--- src/rtl/a25_bus_arbiter_pkg.sv ---
// Shared types and constants for the two-port Wishbone line/beat arbiter.
package a25_bus_arbiter_pkg;

  localparam int BEATS = 4;

  localparam logic PORT_FETCH = 1'b0;
  localparam logic PORT_DATA  = 1'b1;

  typedef enum logic [1:0] {
    IDLE,
    BURST,
    SINGLE,
    DONE
  } state_t;

endpackage

--- src/rtl/rr_pick2.sv ---
// Two-way round-robin pick: on contention the port not granted last wins.
module rr_pick2 (
  input  logic [1:0] req,
  input  logic       last,
  output logic       grant_valid,
  output logic       grant_idx
);

  // NOTE: every output gets a default before the conditionals so no latch is inferred.
  always_comb begin
    grant_valid = |req;
    grant_idx   = 1'b0;
    if (&req) begin
      grant_idx = ~last;
    end else begin
      grant_idx = req[1];
    end
  end

endmodule

--- src/rtl/a25_bus_arbiter.sv ---
// Arbitrates a fetch port (128-bit line bursts) and a data port (bursts or
// single beats) onto one Wishbone master.
module a25_bus_arbiter
  import a25_bus_arbiter_pkg::*;
#(
  parameter int BEATS = 4
) (
  input  logic         clk,
  input  logic         reset,

  input  logic         i_req0,
  input  logic [31:0]  i_addr0,
  output logic         o_ready0,
  output logic [127:0] o_rdata0,

  input  logic         i_req1,
  input  logic         i_burst1,
  input  logic         i_we1,
  input  logic [31:0]  i_addr1,
  input  logic [31:0]  i_wdata1,
  input  logic [3:0]   i_sel1,
  output logic         o_ready1,
  output logic [127:0] o_rdata1,

  output logic         o_wb_cyc,
  output logic         o_wb_stb,
  output logic         o_wb_we,
  output logic [31:0]  o_wb_adr,
  output logic [3:0]   o_wb_sel,
  output logic [31:0]  o_wb_dat,
  input  logic [31:0]  i_wb_dat,
  input  logic         i_wb_ack
);

  state_t        state_q, state_d;
  logic [1:0]    beat_q;
  logic          grant_q;     // port of the current (or most recent) grant
  logic [31:0]   addr_q;
  logic [31:0]   wdata_q;
  logic [3:0]    sel_q;
  logic          we_q;
  logic [127:0]  rdata_q;

  logic          grant_valid;
  logic          grant_idx;
  logic          want_burst;

  rr_pick2 u_pick (
    .req         ({i_req1, i_req0}),
    .last        (grant_q),
    .grant_valid (grant_valid),
    .grant_idx   (grant_idx)
  );

  assign want_burst = (grant_idx == PORT_FETCH) || i_burst1;

  always_comb begin
    state_d  = state_q;
    o_wb_cyc = 1'b0;
    o_wb_stb = 1'b0;
    o_wb_we  = 1'b0;
    o_wb_adr = '0;
    o_wb_sel = '0;
    o_wb_dat = '0;
    o_ready0 = 1'b0;
    o_ready1 = 1'b0;
    case (state_q)
      IDLE: begin
        if (grant_valid) state_d = want_burst ? BURST : SINGLE;
      end
      BURST: begin
        o_wb_cyc = 1'b1;
        o_wb_stb = 1'b1;
        // Bursts always start at beat 0 of the line, whatever addr[3:0] was.
        o_wb_adr = {addr_q[31:4], beat_q, 2'b00};
        o_wb_sel = 4'hF;
        if (i_wb_ack && (beat_q == 2'(BEATS - 1))) state_d = DONE;
      end
      SINGLE: begin
        o_wb_cyc = 1'b1;
        o_wb_stb = 1'b1;
        o_wb_we  = we_q;
        o_wb_adr = addr_q;
        o_wb_sel = sel_q;
        o_wb_dat = wdata_q;
        if (i_wb_ack) state_d = DONE;
      end
      DONE: begin
        o_ready0 = (grant_q == PORT_FETCH);
        o_ready1 = (grant_q == PORT_DATA);
        state_d  = IDLE;
      end
      default: state_d = IDLE;
    endcase
  end

  // NOTE: sequential state uses non-blocking assignments so every register
  // samples pre-edge values regardless of statement order.
  always_ff @(posedge clk) begin
    if (reset) begin
      // NOTE: the line buffer is reset because rdata is a visible output that
      // must read zero after reset; it is flops, not a RAM.
      state_q <= IDLE;
      beat_q  <= '0;
      grant_q <= PORT_FETCH;
      addr_q  <= '0;
      wdata_q <= '0;
      sel_q   <= '0;
      we_q    <= 1'b0;
      rdata_q <= '0;
    end else begin
      state_q <= state_d;
      case (state_q)
        IDLE: begin
          if (grant_valid) begin
            grant_q <= grant_idx;
            beat_q  <= '0;
            rdata_q <= '0;
            if (grant_idx == PORT_FETCH) begin
              addr_q  <= i_addr0;
              we_q    <= 1'b0;
              sel_q   <= 4'hF;
              wdata_q <= '0;
            end else begin
              addr_q  <= i_addr1;
              we_q    <= i_we1 & ~i_burst1;
              sel_q   <= i_sel1;
              wdata_q <= i_wdata1;
            end
          end
        end
        BURST: begin
          if (i_wb_ack) begin
            rdata_q[{beat_q, 5'd0} +: 32] <= i_wb_dat;
            beat_q <= beat_q + 2'd1;
          end
        end
        SINGLE: begin
          if (i_wb_ack && !we_q) rdata_q[31:0] <= i_wb_dat;
        end
        default: ;
      endcase
    end
  end

  assign o_rdata0 = rdata_q;
  assign o_rdata1 = rdata_q;

endmodule

--- config.mk ---
export PLATFORM = sky130hd
export DESIGN_NAME = a25_bus_arbiter
export DESIGN_NICKNAME = d
export VERILOG_FILES = /design/src/rtl/a25_bus_arbiter_pkg.sv /design/src/rtl/rr_pick2.sv /design/src/rtl/a25_bus_arbiter.sv
export SDC_FILE = /design/constraint.sdc
export NUM_CORES = 1
export LEC_CHECK = 0
export CAP_MARGIN = 20
export CORE_MARGIN = 2
export CORE_UTILIZATION = 30
export DETAILED_ROUTE_END_ITERATION = 8
export SLEW_MARGIN = 20
export SYNTH_ARGS = -nofsm -noshare
export SYNTH_HDL_FRONTEND = slang
export SYNTH_SLANG_ARGS = --single-unit
--- constraint.sdc ---
create_clock -name clk -period 4.15 [get_ports clk]
set_clock_uncertainty 0.1 [all_clocks]
set_input_delay 1.245 -clock clk [delete_from_list [all_inputs] [get_ports clk]]
set_output_delay 1.245 -clock clk [all_outputs]
set_load 0.01 [all_outputs]
==> out/qor.txt <==
DR vias - 9369
Latest clock arrival within the worst-skew pair - 0.51 ns
GRT overflow - 0
Required time of the critical path - 2.80 ns
CTS Buf Count - 24
Placed wire-length estimate - 26.02 mm
Max VDD drop - 0.3420 mV
Power Density - 529.0 nW/um2
Asr flop ratio synth - 0%
Worst path cell trace - inv_1, ha_2, o21a_1, buf_4, and2_1, clkdlybuf4s50_1
Largest net degree at the start of global routing - 88
GRT Total Usage - 20.66%
Die X - 185.0 um
CP endpoint kind - output pin
Hold Path Class - flop to flop
Top-area cell type share of the netlist area - 41.15%
Crit-path slowest cell - clkdlybuf4s50_1
Post-CTS Setup Bufs - 0
Total routed wirelength - 37.15 mm
CTS tree - done
Core area - 32370 um2
Post-synthesis register bit count - 202
Vias in the first global route - 9022
Area contributors post-synth - dfxtp_1 (41%), buf_4 (10%), nor2_1 (5.1%), a22oi_1 (4.3%), and2_1 (4.0%)
First-pass GRT wire length - 54.54 mm
MaxCap Viol Count - 0
Syn_area_per_cell - 8.628 um2
Mapped Area - 9827 um2
Ys Warns - 0
Count of cell types in the netlist - 47
CTS Sinks - 202
Hold-fix buffers, CTS - 0
RSZ-0062 raised after global routing - no
Area grow syn2layout - 48.41%
DRC - 0
Max stage delay on crit path - 0.55 ns
Final worst path period share - 93.80%
Post-synthesis cell count - 1139
Leading area contributor after synthesis - dfxtp_1
Initial Utilization - 30.36%
First-pass iteration count of the detailed router - 5
Cts repair resizes - 0
Final Max Tran Viols - 0
Worst setup SP type - flop
Max clock buf depth - 3
Root Driver - clkbuf_16
WL/cell - 19.71 um
Relative slew slack - 28.97%
1st-iter DRT viols - 557
Sequential area share after synthesis - 41.15%
Number of flops mapped to enable cells by yosys - 0
Layout net count - 1577
Status - finished clean
Crit path time final - 3.893 ns
Post-route setup TNS - 0 ns
GPL Wtd Cong - 0.7633
Net Count, Synth - 1288
Share of cells above drive strength 1 - 5.617%
# fillers - 3105
Leak pwr - 0.005174 uW
CP Max Fanout - 32
Commonest cells post-synth - dfxtp_1 (202), buf_4 (133), nor2_1 (133), nand2_1 (80), a21oi_1 (78)
Dominant synthesized flop cell - dfxtp_1
Final Setup Violations - 0
Htree depth - 1
Maximum clock rate - 256.9 MHz
Kind of critical path - flop to output pin
Initial antenna violation count - 1
Detail Route Antenna Nets - 0
IO Pins - 468
CTS clk-pin slew, worst paths - 0.06 ns
Hold Vio Cnt, Final - 0
Data arrival time of the critical path - 2.55 ns
Num rows - 66
Die area - 34220 um2
Worst-Margin Slew - 1.062 ns
Die Span Y - 185.0 um
Final core occ - 45.05%
Port Buffers - 467
Vias per inst - 4.970
Count leader, synth - dfxtp_1
stage by stage:
stage / cells / instance area, um2 / power (uW) / hold slack (ns) / setup WS (ns)
after global routing: 1885 / 14580 / 8141 / 0.3871 / 0.1190
final: 1885 / 14580 / 7715 / 0.3601 / 0.2573
after global placement: 1844 / 13810 / 5634 / 0.3523 / 0.7498
after CTS: 1884 / 14580 / 7810 / 0.3635 / 0.2369
after floorplan: 1139 / 9827 / 4528 / 0.3584 / 1.196
after detailed placement: 1844 / 13810 / 5691 / 0.3554 / 0.7074
sequential cells by signal, indices dropped and copies added (netlist names):
name / flops
o_rdata0: 128
addr_q: 32
wdata_q: 32
sel_q: 4
beat_q: 2
state_q: 2
grant_q: 1
we_q: 1
per-layer routing:
metal,up-vias,track usage [%],share of wire (%)
met1,4412,24.54,39
met5,-,0,0
met4,0,5.841,2.3
li1,4436,-,-
met3,50,4.896,8.5
met2,471,36.96,50
worst max-delay path, delay by kind of cell (launching register included):
kind | cells | cell delay (ns)
compound gates | 1 | 0.14
fa+ha+maj | 1 | 0.42
buf+inv | 3 | 0.91
flops | 1 | 0.38
simple gates | 1 | 0.18
placed cells by master (no fill, tap or decap), types with 5 or more instances in the layout:
cell / Yosys / final
clkbuf_1: 46 / 5
a211oi_1: 33 / 33
a21oi_1: 78 / 78
nor3_1: 35 / 35
nor2b_1: 5 / 5
mux2i_1: 33 / 33
nand2_1: 80 / 80
a22oi_1: 56 / 56
nand3_1: 76 / 76
inv_1: 6 / 6
buf_4: 133 / 18
and2_1: 63 / 63
clkdlybuf4s50_1: 0 / 466
dfxtp_1: 202 / 202
clkbuf_16: 0 / 25
o21a_1: 6 / 5
nor2_1: 133 / 132
a221oi_1: 31 / 31
a22o_1: 32 / 32
ha_1: 10 / 8
power breakdown:
group,switching (uW),internal (uW)
Combinational,1870,1270
Clock,836,1250
Sequential,253,2230
Total,2960,4750
path summary, 6_finish.rpt:
check                       startpoint                   endpoint  slack [ns]  depth (start not counted)
max            state_q[1]$_SDFFE_PP0P_                o_wb_adr[6]        0.26                          6
min          o_rdata0[53]$_SDFFE_PP0P_  o_rdata0[53]$_SDFFE_PP0P_        0.36                          2
max reg2reg    state_q[1]$_SDFFE_PP0P_  o_rdata0[14]$_SDFFE_PP0P_        1.11                          7
min reg2reg  o_rdata0[53]$_SDFFE_PP0P_  o_rdata0[53]$_SDFFE_PP0P_        0.36                          2
cells by family (layout without fill, tap and decap cells):
kind of cell	Yosys count	count (layout)	share of synthesized area [%]
AND/OR/NAND/NOR	408	408	19.75
AO/OA/AOI/OAI	254	254	19.00
buffers and inverters	232	535	15.47
flip-flops	202	202	41.15
multiplexers	33	33	3.361
adder cells (fa/ha/maj)	10	10	1.273
other	0	1	0
area by class of cell:
class                           instances  area [um2]  area share, %
Tap cell                              442       553.0          3.792
Multi-Input combinational cell        705        4303          29.50
Antenna cell                            1       2.502        0.01716
Sequential cell                       202        4044          27.73
Clock inverter                          8       96.34         0.6606
Timing Repair Buffer                  489        4891          33.54
Inverter                                6       22.52         0.1544
Clock buffer                           32       671.9          4.607
Power figures use the tool's default switching activity.
